**config.mk**
```make
export PLATFORM = sky130hd
export DESIGN_NAME = text_buffer_writer_flat
export DESIGN_NICKNAME = d
export VERILOG_FILES = /design/src/rtl/text_buffer_writer_if.sv /design/src/rtl/text_buffer_writer.sv /design/src/flat_wrapper.sv
export SDC_FILE = /design/constraint.sdc
export NUM_CORES = 1
export LEC_CHECK = 0
export ABC_AREA = 0
export ABC_CLOCK_PERIOD_IN_PS = 2600
export CORE_UTILIZATION = 50
export CTS_CLUSTER_DIAMETER = 50
export DETAILED_ROUTE_END_ITERATION = 7
export GPL_TIMING_DRIVEN = 0
export HOLD_SLACK_MARGIN = 0.02
export PLACE_DENSITY = 0.87
export SYNTH_ARGS = -nofsm -noshare
export SYNTH_HDL_FRONTEND = slang
export SYNTH_SLANG_ARGS = --single-unit
```
**constraint.sdc**
```tcl
create_clock -name clk -period 2.6 [get_ports clk]
set_input_delay 0.26 -clock clk [delete_from_list [all_inputs] [get_ports clk]]
set_output_delay 0.26 -clock clk [all_outputs]
set_load 0.005 [all_outputs]
```
**src/rtl/text_buffer_writer_if.sv**
```systemverilog
// Upstream character handshake plus character-RAM write port of the text buffer writer.
interface text_buffer_writer_if;
  logic       in_valid;
  logic [6:0] in_ascii;
  logic       in_ready;
  logic       wr_en;
  logic [6:0] wr_addr;
  logic [6:0] wr_data;

  modport master (
    output in_valid, in_ascii,
    input  in_ready, wr_en, wr_addr, wr_data
  );

  modport slave (
    input  in_valid, in_ascii,
    output in_ready, wr_en, wr_addr, wr_data
  );
endinterface

```
**src/rtl/text_buffer_writer.sv**
```systemverilog
// Turns a stream of ASCII codes into writes to a 32x4 character RAM, with cursor
// control codes (CR, LF, BS) and a full-screen clear sweep on form feed.
module text_buffer_writer #(
  parameter logic [6:0] BLANK_CHAR = 7'h20
) (
  input  logic                 clk,
  input  logic                 reset_n,
  text_buffer_writer_if.slave  bus,
  output logic [4:0]           cursor_col,
  output logic [1:0]           cursor_row,
  output logic                 busy
);
  typedef enum logic {IDLE, CLEAR} state_t;

  state_t     state_q, state_d;
  logic [4:0] col_q, col_d;
  logic [1:0] row_q, row_d;
  logic [6:0] sweep_q, sweep_d;
  logic       wr_en_q, wr_en_d;
  logic [6:0] wr_addr_q, wr_addr_d;
  logic [6:0] wr_data_q, wr_data_d;
  logic       printable;

  // Gated by reset_n so the upstream sees not-ready while reset is held.
  assign bus.in_ready = reset_n & (state_q == IDLE);
  assign bus.wr_en    = wr_en_q;
  assign bus.wr_addr  = wr_addr_q;
  assign bus.wr_data  = wr_data_q;
  assign cursor_col   = col_q;
  assign cursor_row   = row_q;
  assign busy         = (state_q == CLEAR);
  assign printable    = (bus.in_ascii >= 7'h20) && (bus.in_ascii != 7'h7F);

  always_comb begin
    state_d   = state_q;
    col_d     = col_q;
    row_d     = row_q;
    sweep_d   = sweep_q;
    wr_en_d   = 1'b0;
    wr_addr_d = wr_addr_q;
    wr_data_d = wr_data_q;
    case (state_q)
      IDLE: begin
        if (bus.in_valid) begin
          if (printable) begin
            wr_en_d   = 1'b1;
            wr_addr_d = {row_q, col_q};
            wr_data_d = bus.in_ascii;
            col_d     = col_q + 5'd1;
            if (col_q == 5'd31) begin
              row_d = row_q + 2'd1;
            end
          end else begin
            case (bus.in_ascii)
              7'h0D: col_d = 5'd0;
              7'h0A: row_d = row_q + 2'd1;
              7'h08: begin
                if (col_q != 5'd0) begin
                  col_d     = col_q - 5'd1;
                  wr_en_d   = 1'b1;
                  wr_addr_d = {row_q, col_q - 5'd1};
                  wr_data_d = BLANK_CHAR;
                end else if (row_q != 2'd0) begin
                  row_d     = row_q - 2'd1;
                  col_d     = 5'd31;
                  wr_en_d   = 1'b1;
                  wr_addr_d = {row_q - 2'd1, 5'd31};
                  wr_data_d = BLANK_CHAR;
                end
              end
              // The sweep's first write (address 0) issues on the FF accept edge.
              7'h0C: begin
                state_d   = CLEAR;
                sweep_d   = 7'd0;
                wr_en_d   = 1'b1;
                wr_addr_d = 7'd0;
                wr_data_d = BLANK_CHAR;
              end
              default: ;
            endcase
          end
        end
      end
      CLEAR: begin
        // sweep_q holds the address currently on the bus; issue the next one.
        sweep_d   = sweep_q + 7'd1;
        wr_en_d   = 1'b1;
        wr_addr_d = sweep_q + 7'd1;
        wr_data_d = BLANK_CHAR;
        if (sweep_q == 7'd126) begin
          state_d = IDLE;
          col_d   = 5'd0;
          row_d   = 2'd0;
        end
      end
      default: state_d = IDLE;
    endcase
  end

  always_ff @(posedge clk or negedge reset_n) begin
    if (!reset_n) begin
      state_q   <= IDLE;
      col_q     <= 5'd0;
      row_q     <= 2'd0;
      sweep_q   <= 7'd0;
      wr_en_q   <= 1'b0;
      wr_addr_q <= 7'd0;
      wr_data_q <= 7'd0;
    end else begin
      state_q   <= state_d;
      col_q     <= col_d;
      row_q     <= row_d;
      sweep_q   <= sweep_d;
      wr_en_q   <= wr_en_d;
      wr_addr_q <= wr_addr_d;
      wr_data_q <= wr_data_d;
    end
  end
endmodule

```
**src/flat_wrapper.sv**
```systemverilog
// flat-port wrapper written by rule: the top's interface ports become plain ports
module text_buffer_writer_flat 
#(
  parameter logic [6:0] BLANK_CHAR = 7'h20
)
  (clk, reset_n, cursor_col, cursor_row, busy, bus_in_valid, bus_in_ascii, bus_in_ready, bus_wr_en, bus_wr_addr, bus_wr_data);
  text_buffer_writer_if bus_i ();
  input  logic clk;
  input  logic reset_n;
  output logic [4:0] cursor_col;
  output logic [1:0] cursor_row;
  output logic busy;
  input wire logic [$bits(bus_i.in_valid)-1:0] bus_in_valid;
  input wire logic [$bits(bus_i.in_ascii)-1:0] bus_in_ascii;
  output wire logic [$bits(bus_i.in_ready)-1:0] bus_in_ready;
  output wire logic [$bits(bus_i.wr_en)-1:0] bus_wr_en;
  output wire logic [$bits(bus_i.wr_addr)-1:0] bus_wr_addr;
  output wire logic [$bits(bus_i.wr_data)-1:0] bus_wr_data;
  assign bus_i.in_valid = bus_in_valid;
  assign bus_i.in_ascii = bus_in_ascii;
  assign bus_in_ready = bus_i.in_ready;
  assign bus_wr_en = bus_i.wr_en;
  assign bus_wr_addr = bus_i.wr_addr;
  assign bus_wr_data = bus_i.wr_data;
  text_buffer_writer #(.BLANK_CHAR(BLANK_CHAR)) u_core (.clk(clk), .reset_n(reset_n), .bus(bus_i), .cursor_col(cursor_col), .cursor_row(cursor_row), .busy(busy));
endmodule
```
==> impl_metrics.toml, run 1 <==
[status]
outcome = "completed"

[sta]
slew_violations = 0
period_minus_slack_ps = 2430
fin_crit_sh = 0.934
fmax_mhz = 412
setup_viol = 0
setup_ws_ps = 170
finalClockSkew_ps = 14.2
whs_ps = 472
finalHoldViolations = 0
grt_setup_unrepaired = "false"
worst_pin_slew_ps = 665
relSlewSlack = 0.557

[logic_synthesis]
ys.flop_type = "dfrtp_1"
synth_seq_area_share = 0.415
synth_nets = 219
async_flop_share = 1.00
synth_cell_type_count = 45
synthesis.area_um2 = 1810
synthCells = 203
ys_ff_latch = 30
synth_edf_count = 0
ys_warn_count = 0
avgSynthCellArea_um2 = 8.91

[global_route]
grt_max_degree = 32
grt_pass1_wl_um = 7360
overflow = 0
antenna_found_initial = 0
grt_usage = 0.243
grt_pass1_vias = 1595

[clocking]
cts.path.max_buffers = 2
cts_buffers = 5
clkLatencyLatePin_ps = 340
cts-root-buf = "clkbuf_4"
path_clk_slew_ps = 110
clock-sinks = 30
ctsHtreeMaxLevel = 2
cts_tree = "yes"

[power_and_ir_drop]
pwr_density_cell_nw_per_um2 = 845
total_power_mw = 1.91
vdd_drop_max_v = 0.000371
p_leak_nw = 0.997

[route]
wl_met3_um = 249
met2_length_um = 1900
wl_per_cell_um = 14.4
drt_iter0_markers = 65
vias = 1640
drt-pass1-iter-count = 4
drc = 0
met1Wirelength_um = 1980
vias_per_cell = 5.64
wl_um = 4200
ant_nets = 0
top_layer = "met4"

[critical_path]
cp_max_fo = 10
slowest_stage = "dfrtp_1"
cp-start-kind = "flip-flop"
cp_num_buf_inv = 3
path_depth = 9
critPathCaptureType = "flip-flop"
critPathKind = "reg2reg"
required_ps = 2830
path_delay_family = "compound AO/OA/AOI/OAI gates"
slowest_delay_ps = 480
crit_chain = "inv_1 > ha_1 > nor4b_4 > nand2_1 > a211o_2 > a21oi_4 > inv_2 > buf_6 > o21a_1"
arrival_ps = 2660
rr_worst_depth = 9

[place]
place_area_um2 = 2200
post-place-ws_ps = -83.4
hpwl_um = 3000
gp_congestion = 0.911
placement.io_buffers = 33

[job]
maxCapViolations = 0

[layout]
antenna_cells = 0
fin_area_um2 = 2270
n_fill_cell = 269
area_delta_synth_final_pct = 25.3
drive_gt1_frac = 0.0980
layout.nets = 260

[floorplan]
io_pins = 34
core_um2 = 3390
die_w_um = 62.1
die_h_um = 62.1
num_rows = 21
die_area_um2 = 3860
initial_core_util = 0.533

[hold_path]
holdCritPathClass = "in2async"
-- worst paths after layout --
check | from | to | slack [ps]
setup / recovery | u_core.cursor_col[0] | u_core.bus.wr_addr[6] | 170
hold / removal | reset_n | u_core.sweep_q[0] | 470
setup reg to reg | u_core.cursor_col[0] | u_core.bus.wr_addr[6] | 170
hold reg to reg | u_core.bus.wr_data[0] | u_core.bus.wr_data[0] | 470
max in group asynchronous | reset_n | u_core.cursor_col[4] | 1690
min in group clk | u_core.bus.wr_data[0] | u_core.bus.wr_data[0] | 470
-- cell usage in the layout, fill, tap and decap left out, types with 5 or more instances in the layout --
cell type / synthesis / final
xnor2_1: 6 / 6
nand3_1: 15 / 15
dfrtp_1: 30 / 30
nor2_1: 7 / 7
nor3_1: 6 / 6
inv_1: 8 / 8
o21ai_0: 16 / 16
clkbuf_4: 0 / 5
a21oi_1: 10 / 10
nand2_1: 35 / 35
ha_1: 6 / 6
clkdlybuf4s50_1: 0 / 32
-- Yosys cell counts, types with 2 or more instances --
cell       n  area share
a211oi_1   4       0.017
a21o_1     3       0.012
a21oi_1   10       0.028
a31oi_1    2      0.0069
and2_1     3       0.010
and3_1     3       0.010
buf_2      2      0.0055
buf_6      2       0.012
clkbuf_1   5       0.010
dfrtp_1   30        0.42
ha_1       6       0.042
inv_1      8       0.017
mux2_4     2       0.017
mux2i_1    2       0.011
nand2_1   35       0.073
nand2b_1   3       0.010
nand3_1   15       0.042
nand4_1    2      0.0069
nor2_1     7       0.015
nor2b_1    2      0.0069
nor3_1     6       0.017
o21ai_0   16       0.044
o22ai_1    3       0.010
o31ai_1    3       0.012
xnor2_1    6       0.029
xor2_1     4       0.019
-- report_power, final --
part	leakage [nW]	switching [mW]	internal [mW]	total, mW
clock network	0.0343	0.172	0.130	0.302
registers	0.370	0.132	0.603	0.735
logic	0.593	0.411	0.466	0.877
-- sequential cells by signal, summed over array words and instances (netlist names) --
| name | flops |
|---|---|
| u_core.sweep_q | 7 |
| u_core.cursor_row | 2 |
| u_core.busy | 1 |
| u_core.bus.wr_en | 1 |
| u_core.cursor_col | 5 |
| u_core.bus.wr_data | 7 |
| u_core.bus.wr_addr | 7 |
-- layout make-up --
type                    count  area [µm²]  share of cell area
multi-input cells         154         968               0.427
flip-flops and latches     30         751               0.331
repair buffers             34         335               0.148
well taps                  46        57.6              0.0254
plain buffers              10        56.3              0.0248
clock buffers               6        51.3              0.0226
inverters                   9        33.8              0.0149
clock inverters             2        12.5             0.00552
-- worst register-to-register path: stages (launching register included) --
cell and delay [ps]:
dfrtp_1 480, inv_1 130, ha_1 200, nor4b_4 420
nand2_1 110, a211o_2 370, a21oi_4 200, inv_2 110
buf_6 160, o21a_1 160
-- through the flow --
stage | utilization | instances | setup TNS [ps]
4_1_cts | 0.666 | 290 | 0
6_report | 0.669 | 291 | 0
2_1_floorplan | - | 203 | 0
3_3_place_gp | 0.648 | 282 | -188
5_1_grt | 0.669 | 291 | 0
3_5_place_dp | 0.648 | 282 | -189
-- logic make-up after synthesis --
| kind of cell | Yosys count | share of synthesized area |
|---|---|---|
| AND/OR/NAND/NOR | 81 | 0.223 |
| AO/OA/AOI/OAI | 52 | 0.189 |
| flip-flops | 30 | 0.415 |
| buffers and inverters | 19 | 0.0491 |
| XOR/XNOR | 10 | 0.0484 |
| adder cells (fa/ha/maj) | 6 | 0.0415 |
| multiplexers | 5 | 0.0339 |
-- metal layers --
metal / track usage / up-vias
met5: 0 / -
met4: 0.0901 / 0
met3: 0.0551 / 14
met1: 0.327 / 758
met2: 0.380 / 64
li1: - / 804
-- repair_timing --
item	in CTS	in global routing
hold buffers	0	1
endpoints found under the setup margin	1	1
pin swaps	0	0
resized for setup	1	2
buffers inserted	0	0
endpoints found under the hold margin	0	30
Power figures use the tool's default switching activity.
==> inputs of run 2 (changes only) <==
Settings changed: ABC_CLOCK_PERIOD_IN_PS 2600 to unset.
==> results of run 2 <==
Same layout as run 1: the final DEF is identical, and so are final timing and power.
==> inputs of run 3 (changes only) <==
Settings changed: CORE_ASPECT_RATIO set to 1.25.
==> run 3 against run 2 <==
  * Routed wire length down 2.7%
  * Power rose by 4.6%
  * Sequential power hardly changed
  * Cell count decreased by 2.7%
  * Non-clock buffer count fell by 1
  * First-iteration DRC count down 22%
  * Global-route usage decreased by 0.82 points
  * Via count shrank 1.0%
  * Combinational power is 0.8% lower
  * Worst hold slack got worse by 470 ps
==> impl_metrics.toml, run 3 (synthesis gave the netlist of run 1 again) <==
[sta]
worst_pin_slew_ps = 667
finalHoldViolations = 0
slew_violations = 0
fin_crit_sh = 0.932
setup_ws_ps = 176
period_minus_slack_ps = 2420
fmax_mhz = 413
whs_ps = 2.78
finalClockSkew_ps = 4.63
grt_setup_unrepaired = "false"
setup_viol = 0
relSlewSlack = 0.556

[layout]
antenna_cells = 0
post-route-util = 0.654
area_delta_synth_final_pct = 26.0
layout.nets = 259
drive_gt1_frac = 0.0943
layout_common_cells = "nand2_1 (35), clkdlybuf4s50_1 (32), dfrtp_1 (30)"
layout_commonest_cell = "nand2_1"

[critical_path]
arrival_ps = 2600
required_ps = 2770
r2r_slack_ps = 270
cp-start-kind = "input port"
cp_max_fo = 7
critPathLaunch = "bus_in_ascii[6]"
critPathCaptureType = "flip-flop"
critPathKind = "in2reg"
worstReg2RegStart = "u_core.cursor_col[0]"

[route]
vias = 1623
wl_per_cell_um = 14.4
drt-pass1-iter-count = 4
drt_iter0_markers = 51
vias_per_cell = 5.73
wl_um = 4090
drc = 0
ant_nets = 0

[power_and_ir_drop]
total_power_mw = 2.00
vdd_drop_max_v = 0.000654
pwr_density_cell_nw_per_um2 = 879
p_leak_nw = 1.00

[place]
placement.io_buffers = 33
hpwl_um = 2890
post-place-ws_ps = -133
gp_congestion = 0.913

[status]
outcome = "completed"

[floorplan]
die_area_um2 = 3860
initial_core_util = 0.519
num_rows = 24
io_pins = 34
die_w_um = 55.8
die_h_um = 69.2
core_um2 = 3480

[clocking]
cts_buffers = 5
clock-sinks = 30
path_clk_slew_ps = 70
clkLatencyLatePin_ps = 280
cts-root-buf = "clkbuf_8"
post_cts_resized = 1
cts_hold_buf = 0
ctsHtreeMaxLevel = 2
cts_tree = "yes"
postCtsSetupBuffers = 0
cts.path.max_buffers = 2

[global_route]
grt_usage = 0.234
grt_pass1_vias = 1565
grt_pass1_wl_um = 7090
grt_max_degree = 32
antenna_found_initial = 0
overflow = 0

[job]
maxCapViolations = 0

[hold_path]
holdCritPathClass = "in2async"
==> run 3: cell count changes in the layout (fill, tap and decap cells not counted), sizes merged <==
cell         previous run  this run
dlygate4sd3             1         0
==> run 3: metrics by stage <==
step / instances / TNS [ps] / cell area (µm²)
2_1_floorplan: 203 / 0 / 1810
3_3_place_gp: 275 / -189 / 2190
3_5_place_dp: 275 / -232 / 2190
4_1_cts: 283 / 0 / 2280
5_1_grt: 283 / 0 / 2280
6_report: 283 / 0 / 2280
==> run 3: worst paths after layout <==
path,to,cells past startpoint
worst min register to register,u_core.bus.wr_data[2],2
max in group asynchronous,u_core.cursor_col[4],1
min in group clk,u_core.bus.wr_data[2],2
worst max-delay path,u_core.bus.wr_addr[3],8
worst min-delay path,u_core.sweep_q[0],1
worst max register to register,u_core.bus.wr_addr[6],9
==> run 3: worst max-delay path, cell delays in order <==
cell and delay [ps]:
clkdlybuf4s50_1 530, nor4_2 470, and3_1 220, clkbuf_1 280, nor3_1 90, a211oi_1 360, a21oi_1 100, mux2_4 280
==> run 3: cell type report <==
class / instances / area, µm²
inverter: 9 / 33.8
multi-input combinational: 154 / 968
buffer: 10 / 55.1
sequential: 30 / 751
clock buffer: 6 / 82.6
timing repair buffer: 33 / 325
fill: 295 / 1210
tap: 39 / 48.8
clock inverter: 2 / 12.5
==> run 3: power by group <==
| part | internal [mW] | switching (mW) |
|---|---|---|
| combinational | 0.467 | 0.403 |
| sequential | 0.605 | 0.131 |
| clock | 0.212 | 0.184 |
==> run 3: metal layers <==
layer,track usage,up-vias,share of wire
met2,0.365,57,0.48
li1,-,800,-
met3,0.0616,11,0.049
met4,0.131,0,0.033
met5,0,-,0
met1,0.294,755,0.44
